`config.mk`:
```
export PLATFORM = sky130hd
export DESIGN_NAME = matmul_seq
export DESIGN_NICKNAME = d
export VERILOG_FILES = /design/src/rtl/matmul_seq.sv
export SDC_FILE = /design/constraint.sdc
export NUM_CORES = 1
export LEC_CHECK = 0
export BUFFER_PORTS_ARGS = -buffer_cell sky130_fd_sc_hd__clkbuf_2
export CAP_MARGIN = 0
export CORE_MARGIN = 2
export CORE_UTILIZATION = 54
export CTS_CLUSTER_SIZE = 10
export DETAILED_ROUTE_END_ITERATION = 8
export PLACE_DENSITY = 0.78
export SLEW_MARGIN = 20
export SYNTH_ARGS = -nofsm -noshare
export SYNTH_HDL_FRONTEND = slang
export SYNTH_SLANG_ARGS = --single-unit
```
`constraint.sdc`:
```
create_clock -name clk -period 3.6 [get_ports clk]
set_input_delay 0.72 -clock clk [delete_from_list [all_inputs] [get_ports clk]]
set_output_delay 0.72 -clock clk [all_outputs]
set_load 0.03 [all_outputs]
```
`src/rtl/matmul_seq.sv`:
```
// Term sequencer for the complex matrix multiply C = A*B: walks (i,j,k) with k innermost,
// drives the M1/M2 ROM addresses and emits MAC strobes and result-RAM writes aligned to the datapath.
module matmul_seq #(
  parameter int DIM    = 3,
  parameter int LAT    = 3,
  parameter int ADDR_W = $clog2(DIM*DIM*2-1),
  parameter int RES_W  = $clog2(DIM*DIM)
) (
  input  logic              clk,
  input  logic              rst,
  input  logic              start,
  input  logic              hold,
  output logic [ADDR_W-1:0] addr_am1,
  output logic [ADDR_W-1:0] addr_bm1,
  output logic [ADDR_W-1:0] addr_am2,
  output logic [ADDR_W-1:0] addr_bm2,
  output logic              mac_valid,
  output logic              mac_first,
  output logic              mac_last,
  output logic              res_we,
  output logic [RES_W-1:0]  res_addr,
  output logic              busy,
  output logic              done
);

  localparam int CNT_W = (DIM > 1) ? $clog2(DIM) : 1;
  localparam logic [CNT_W-1:0] KMAX     = CNT_W'(DIM-1);
  localparam logic [RES_W-1:0] RES_LAST = RES_W'(DIM*DIM-1);

  typedef enum logic [1:0] {IDLE, RUN, DRAIN} state_t;

  state_t            state_q, state_d;
  logic [CNT_W-1:0]  i_q, i_d, j_q, j_d, k_q, k_d;
  logic [CNT_W-1:0]  i_nx, j_nx, k_nx;
  logic [CNT_W-1:0]  ti, tj, tk;
  logic              do_issue;
  logic              issue_v_q, issue_v_d;
  logic              issue_first_q, issue_first_d;
  logic              issue_last_q, issue_last_d;
  logic [ADDR_W-1:0] addr_am1_q, addr_am1_d, addr_bm1_q, addr_bm1_d;
  logic [ADDR_W-1:0] addr_am2_q, addr_am2_d, addr_bm2_q, addr_bm2_d;
  logic [LAT-1:0]    pipe_v_q, pipe_v_d, pipe_f_q, pipe_f_d, pipe_l_q, pipe_l_d;
  logic              res_we_q, res_we_d;
  logic [RES_W-1:0]  res_addr_q, res_addr_d;
  logic [RES_W-1:0]  wr_cnt_q, wr_cnt_d;
  logic              busy_q, busy_d;
  logic              done_q, done_d;

  function automatic logic [ADDR_W-1:0] elem_addr(input logic [CNT_W-1:0] r,
                                                  input logic [CNT_W-1:0] c);
    return ADDR_W'(2 * (int'(r) * DIM + int'(c)));
  endfunction

  always_comb begin
    k_nx = (k_q == KMAX) ? '0 : k_q + CNT_W'(1);
    j_nx = j_q;
    i_nx = i_q;
    if (k_q == KMAX) begin
      j_nx = (j_q == KMAX) ? '0 : j_q + CNT_W'(1);
      if (j_q == KMAX)
        i_nx = (i_q == KMAX) ? '0 : i_q + CNT_W'(1);
    end
  end

  always_comb begin
    state_d       = state_q;
    i_d           = i_q;
    j_d           = j_q;
    k_d           = k_q;
    busy_d        = busy_q;
    do_issue      = 1'b0;
    ti            = '0;
    tj            = '0;
    tk            = '0;
    issue_v_d     = 1'b0;
    issue_first_d = 1'b0;
    issue_last_d  = 1'b0;
    addr_am1_d    = addr_am1_q;
    addr_bm1_d    = addr_bm1_q;
    addr_am2_d    = addr_am2_q;
    addr_bm2_d    = addr_bm2_q;

    // Result side runs purely off the delayed MAC strobes.
    res_we_d   = pipe_v_q[LAT-1] & pipe_l_q[LAT-1];
    res_addr_d = res_we_d ? wr_cnt_q : res_addr_q;
    wr_cnt_d   = res_we_d ? wr_cnt_q + RES_W'(1) : wr_cnt_q;
    done_d     = res_we_d && (wr_cnt_q == RES_LAST);

    case (state_q)
      IDLE: begin
        if (start) begin
          state_d  = RUN;
          busy_d   = 1'b1;
          wr_cnt_d = '0;
          do_issue = 1'b1;
        end
      end
      RUN: begin
        if (!hold) begin
          do_issue = 1'b1;
          ti       = i_nx;
          tj       = j_nx;
          tk       = k_nx;
          if (i_nx == KMAX && j_nx == KMAX && k_nx == KMAX)
            state_d = DRAIN;
        end
      end
      DRAIN: begin
        if (done_q) begin
          state_d = IDLE;
          busy_d  = 1'b0;
        end
      end
      default: state_d = IDLE;
    endcase

    if (do_issue) begin
      i_d           = ti;
      j_d           = tj;
      k_d           = tk;
      issue_v_d     = 1'b1;
      issue_first_d = (tk == '0);
      issue_last_d  = (tk == KMAX);
      addr_am1_d    = elem_addr(ti, tk);
      addr_bm1_d    = elem_addr(ti, tk) + ADDR_W'(1);
      addr_am2_d    = elem_addr(tk, tj);
      addr_bm2_d    = elem_addr(tk, tj) + ADDR_W'(1);
    end

    // Alignment pipe to the sumtwo output; keeps shifting regardless of hold.
    pipe_v_d[0] = issue_v_q;
    pipe_f_d[0] = issue_first_q;
    pipe_l_d[0] = issue_last_q;
    for (int n = 1; n < LAT; n++) begin
      pipe_v_d[n] = pipe_v_q[n-1];
      pipe_f_d[n] = pipe_f_q[n-1];
      pipe_l_d[n] = pipe_l_q[n-1];
    end
  end

  always_ff @(posedge clk or negedge rst) begin
    if (!rst) begin
      state_q       <= IDLE;
      i_q           <= '0;
      j_q           <= '0;
      k_q           <= '0;
      issue_v_q     <= 1'b0;
      issue_first_q <= 1'b0;
      issue_last_q  <= 1'b0;
      addr_am1_q    <= '0;
      addr_bm1_q    <= '0;
      addr_am2_q    <= '0;
      addr_bm2_q    <= '0;
      pipe_v_q      <= '0;
      pipe_f_q      <= '0;
      pipe_l_q      <= '0;
      res_we_q      <= 1'b0;
      res_addr_q    <= '0;
      wr_cnt_q      <= '0;
      busy_q        <= 1'b0;
      done_q        <= 1'b0;
    end else begin
      state_q       <= state_d;
      i_q           <= i_d;
      j_q           <= j_d;
      k_q           <= k_d;
      issue_v_q     <= issue_v_d;
      issue_first_q <= issue_first_d;
      issue_last_q  <= issue_last_d;
      addr_am1_q    <= addr_am1_d;
      addr_bm1_q    <= addr_bm1_d;
      addr_am2_q    <= addr_am2_d;
      addr_bm2_q    <= addr_bm2_d;
      pipe_v_q      <= pipe_v_d;
      pipe_f_q      <= pipe_f_d;
      pipe_l_q      <= pipe_l_d;
      res_we_q      <= res_we_d;
      res_addr_q    <= res_addr_d;
      wr_cnt_q      <= wr_cnt_d;
      busy_q        <= busy_d;
      done_q        <= done_d;
    end
  end

  assign addr_am1  = addr_am1_q;
  assign addr_bm1  = addr_bm1_q;
  assign addr_am2  = addr_am2_q;
  assign addr_bm2  = addr_bm2_q;
  assign mac_valid = pipe_v_q[LAT-1];
  assign mac_first = pipe_f_q[LAT-1];
  assign mac_last  = pipe_l_q[LAT-1];
  assign res_we    = res_we_q;
  assign res_addr  = res_addr_q;
  assign busy      = busy_q;
  assign done      = done_q;

endmodule

```
# [Yosys cells after proc, flatten, opt, wreduce, memory -nomap -nowiden]
# Cells that the tools add are included.
[totals] register_bits=49 latchBits=0 mem_bits_rw=0 mem_bits_ro=0 input_bits=4 out_inout_bits=30 word_cells=81 n_memories=0
[op_classes] addsub=8 n_mul=2 div_mod_pow=0 n_lt_le_gt_ge=0 eq_ne=14 n_shift=0 muxes=29 bitwise_logic=1 reduce_logical=8
[op_table] cell="$mux W2" n=16
[op_table] cell="$eq A2 B2 Y1 const B" n=8
[op_table] cell="$mux W4" n=3
[op_table] cell="$add A5 B1 Y5 const B" n=2
[op_table] cell="$add A4 B2 Y4" n=2
[op_table] cell="$mul A2 B2 Y4 const B" n=2
[op_table] cell="$ne A2 B2 Y1 const B" n=4
[op_table] cell="$mux W1" n=7
[op_table] cell="$add A2 B1 Y2 const B" n=3
[op_table] cell="$pmux W2 S3" n=1
[op_table] cell="$add A4 B1 Y4 const B" n=1
[op_table] cell="$eq A4 B4 Y1 const B" n=1
[op_table] cell="$logic_not A2 Y1" n=2
[op_table] cell="$pmux W1 S2" n=2
[op_table] cell="$reduce_and A4 Y1" n=1
[op_table] cell="$logic_and A1 B1 Y1" n=3
[op_table] cell="$reduce_and A3 Y1" n=1
[op_table] cell="$eq A2 B1 Y1 const B" n=1
[op_table] cell="$reduce_bool A2 Y1" n=1
[op_table] cell="$and A1 B1 Y1" n=1

# [Depth between registers and ports, before layout]
[logic_depth] word_depth=10 mapped_depth=7 ltp_nobuf=7

# [Least setup slack after synthesis]
# Ideal clock, no wire load.
[synth_path] path_kind="input port to flip-flop" startpoint="input port hold" endpoint="register addr_bm2_q[3], in the netlist addr_bm2[3]" setup_ps=125 arrival_ps=2993 required_time_ps=3475 slack_ps=483 stages=7 path_buffers=0 cell_sequence="or3b_1 > or4_4 > o21ai_2 > fa_1 > ha_1 > fa_1 > mux2_2"
[synth_via] elab_cells_between_ends=9 cone_classes="add/sub: 2; mul: 1; mux: 6"
[synth_rtl] element="from (decl)" line="12" source="input logic hold,"
[synth_rtl] element="$mux W2" line="99" source="if (!hold) begin"
[synth_rtl] element="$mux W2" line="89" source="case (state_q)"
[synth_rtl] element="net tj[1]" line="35" source="logic [CNT_W-1:0] ti, tj, tk;"
[synth_rtl] element="$add A4 B2 Y4" line="51" source="return ADDR_W'(2 * (int'(r) * DIM + int'(c)));"
[synth_rtl] element="$add A5 B1 Y5" line="127" source="addr_bm2_d = elem_addr(tk, tj) + ADDR_W'(1);"
[synth_rtl] element="to (signal assigned)" line="173" source="addr_bm2_q <= addr_bm2_d;"
[synth_rtl] element="to (decl)" line="41" source="logic [ADDR_W-1:0] addr_am2_q, addr_am2_d, addr_bm2_q, addr_bm2_d;"
# The timed path passes the listed nets, and every way through them passes these cells.
# A chain may end at the register's enable or synchronous reset.

# [Worst setup path in the final report]
[layout_path] startpoint="input port hold" endpoint="register addr_bm1_q[3], in the netlist addr_bm1[3]"
[layout_via] elab_cells_between_ends=9 cone_classes="add/sub: 2; mul: 1; mux: 6"
[layout_rtl] element="$mux W2" line="99"
[layout_rtl] element="$mux W2" line="89"
[layout_rtl] element="net tk[1]" line="35"
[layout_rtl] element="$add A4 B2 Y4" line="51"
[layout_rtl] element="$add A5 B1 Y5" line="125" source="addr_bm1_d = elem_addr(ti, tk) + ADDR_W'(1);"
[layout_rtl] element="to (signal assigned)" line="171" source="addr_bm1_q <= addr_bm1_d;"
[layout_rtl] element="to (decl)" line="40" source="logic [ADDR_W-1:0] addr_am1_q, addr_am1_d, addr_bm1_q, addr_bm1_d;"
# The timed path passes the listed nets, and every way through them passes these cells.

==> impl_metrics.json <==
{
  "setup_tns_ns": 0,
  "comb_power_share_pct": 34.1,
  "diodes": 0,
  "dp_hpwl_um": 2220,
  "slowest_stage": "or3b_1",
  "first_iter_violations": 57,
  "synth_flop_cell": "dfrtp_1",
  "power_frac_clock_pct": 18.1,
  "cts_hold_buf": 0,
  "numCtsBuffers": 5,
  "grt-ovfl-total": 0,
  "finalCritPeriodShare_pct": 83.9,
  "p_sw_uw": 505,
  "crit_type": "in -> reg",
  "start_kind": "input pin",
  "relSlewSlack_pct": 43.2,
  "grt_pass1_vias": 1142,
  "drv_cap": 0,
  "htree_num_levels": 2,
  "synthCells": 153,
  "die_h_um": 62.4,
  "clock_latency_ns": 0.33,
  "synth_top_cells_by_area": "dfrtp_1 54%, mux2_2 6.1%, ha_1 5.4%",
  "worstPathArrival_ns": 3.26,
  "yosysTopAreaCell": "dfrtp_1",
  "ys_ff_latch": 40,
  "switching_share_pct": 38.8,
  "async_flop_share_pct": 100,
  "fmax_mhz": 331,
  "synth_area_mm2": 0.00184,
  "cp.required_ns": 3.84,
  "crit_top_cell": "fa_1",
  "postRouteAntennaNets": 0,
  "worstHoldPathType": "reg -> reg",
  "root_buffer": "clkbuf_4",
  "rsz0062_at_grt": "false",
  "min_period_ns": 3.02,
  "num_rows": 21,
  "syn_to_final_growth_pct": 10.7,
  "clock-sinks": 40,
  "grt_pass1_wl_um": 5240,
  "post_cts_buffers": 0,
  "grt_usage_pct": 17.0,
  "drtPass1Iterations": 4,
  "num_vias": 1157,
  "wl_per_cell_um": 13.0,
  "grt_start_max_net_pins": 41,
  "leakage_nw": 1.03,
  "cp_max_fo": 6,
  "dieWidth_um": 62.4,
  "cp-end-kind": "flop",
  "power.density_mw_per_mm2": 639,
  "coreArea_mm2": 0.00331,
  "fin_skew_ns": 0.00884,
  "status": "complete, no violations",
  "drive_above_1_share_pct": 30.9,
  "p_int_uw": 796,
  "dp.cells": 219,
  "synth_top_area_share_pct": 54.4,
  "drv_slew": 0,
  "cts_buffer_depth": 2,
  "hold_violations": 0,
  "path_cells": "clkbuf_2 -> or3b_1 -> or3_1 -> inv_1 -> fa_1 -> ha_1 -> fa_1 -> mux2_2",
  "io_buffers": 31,
  "cts_tree": "done",
  "p_total_mw": 1.30,
  "synth_edf_count": 0,
  "antenna_found_initial": 0,
  "synth.distinct_cells": 36,
  "cts.repair.resized": 0,
  "initial_core_util_pct": 55.6,
  "tightestPinTransition_ns": 0.852,
  "via_per_inst": 5.10,
  "peakVddDrop_mv": 0.405,
  "dieArea_mm2": 0.00389,
  "clkSlewWorstSetupHoldPaths_ns": 0.12,
  "slowest_delay_ns": 0.47,
  "yosys_warnings": 0,
  "layout.cells.non_filler": 227,
  "gp_congestion": 0.775,
  "pwr-share-seq_pct": 47.8,
  "yosysSeqAreaShare_pct": 54.4,
  "synth.avg_cell_area_um2": 12.0,
  "io_pins": 34,
  "setup_violations": 0,
  "drt-total-wl_um": 2960,
  "nets": 196,
  "drc": 0
}
-- Yosys cell counts, drive strengths merged (4+ instances only) --
| library cell | count |
|---|---|
| o21ai | 9 |
| mux2 | 10 |
| a21oi | 6 |
| nand3 | 4 |
| buf | 12 |
| nand2 | 11 |
| dfrtp | 40 |
| fa | 4 |
| nor2 | 5 |
| inv | 10 |
| ha | 8 |
-- power by group through the flow --
stage / combinational [mW] / clock (mW) / sequential, mW
after floorplan: 0.281 / 0 / 0.691
after global placement: 0.438 / 0 / 0.621
after detailed placement: 0.450 / 0 / 0.632
after CTS: 0.452 / 0.241 / 0.623
after global routing: 0.494 / 0.260 / 0.637
final: 0.444 / 0.236 / 0.622
-- layout make-up --
cell class                      instances  area, um2
Clock buffer                            7       55.1
Clock inverter                          1       7.51
Fill cell                             285       1270
Inverter                               10       37.5
Multi-Input combinational cell         90        708
Sequential cell                        40       1000
Tap cell                               46       57.6
Timing Repair Buffer                   33        170
-- state kept, by name, indices dropped and copies added, names as in the netlist --
register,count
pipe_f_q,3
state_q,2
issue_last_q,1
i_q,2
res_addr,4
k_q,2
issue_v_q,1
j_q,2
done,1
pipe_l_q,3
addr_bm2,4
res_we,1
wr_cnt_q,4
issue_first_q,1
addr_bm1,5
busy,1
pipe_v_q,3
-- kinds of logic after synthesis --
| family | share of synthesized area [%] |
|---|---|
| buf+inv | 7.34 |
| xor+xnor | 0.952 |
| other cells | 0.204 |
| flops | 54.4 |
| simple gates | 13.6 |
| mux | 6.12 |
| compound gates | 7.61 |
| fa+ha+maj | 9.79 |
-- stage by stage --
stage | hold WS [ns] | setup slack [ns] | cell area [um2] | utilization [%]
after floorplan | 0.331 | 0.483 | 1840 | -
after CTS | 0.350 | 0.578 | 2040 | 61.5
after global placement | 0.332 | 0.272 | 1970 | 59.6
final | 0.349 | 0.581 | 2040 | 61.5
after global routing | 0.359 | 0.451 | 2040 | 61.5
after detailed placement | 0.335 | 0.212 | 1970 | 59.6
-- per-layer routing --
| layer | part of all wire (%) | GRT usage (%) | routed length [um] | vias to the layer above |
|---|---|---|---|---|
| met2 | 49 | 27.3 | 1440 | 28 |
| li1 | - | - | - | 559 |
| met3 | 4.6 | 4.86 | 137 | 5 |
| met4 | 1.2 | 6.11 | 36 | 0 |
| met5 | 0 | 0 | 0 | - |
| met1 | 45 | 22.2 | 1340 | 565 |
-- critical path: cells and delay by family --
family                     cells  cell delay, ns
and+or+nand+nor                2            0.85
buffers and inverters          2            0.30
adders and majority gates      3            1.10
muxes                          1            0.27
-- path summary, 6_finish.rpt --
path | from | end | slack [ns] | depth (start not counted)
max | hold | addr_bm1[3] | 0.58 | 8
min | pipe_l_q[1] | pipe_l_q[2] | 0.35 | 0
max reg2reg | state_q[1] | addr_bm1[3] | 0.59 | 7
min reg2reg | pipe_l_q[1] | pipe_l_q[2] | 0.35 | 0
max in group asynchronous | rst | pipe_l_q[1] | 2.58 | 1
min in group asynchronous | rst | j_q[1] | 0.48 | 1
-- layout by cell type (no fill, tap or decap), drive strengths merged, types with 3 or more instances in the layout --
| master | synthesis | final |
|---|---|---|
| fa | 4 | 4 |
| o21ai | 9 | 9 |
| mux2 | 10 | 10 |
| buf | 12 | 3 |
| dfrtp | 40 | 40 |
| clkbuf | 2 | 37 |
| nor2 | 5 | 5 |
| ha | 8 | 8 |
| nand2 | 11 | 11 |
| nand3 | 4 | 4 |
| a21oi | 6 | 6 |
| inv | 10 | 10 |
Note: power is estimated with default switching activity, not from simulation.
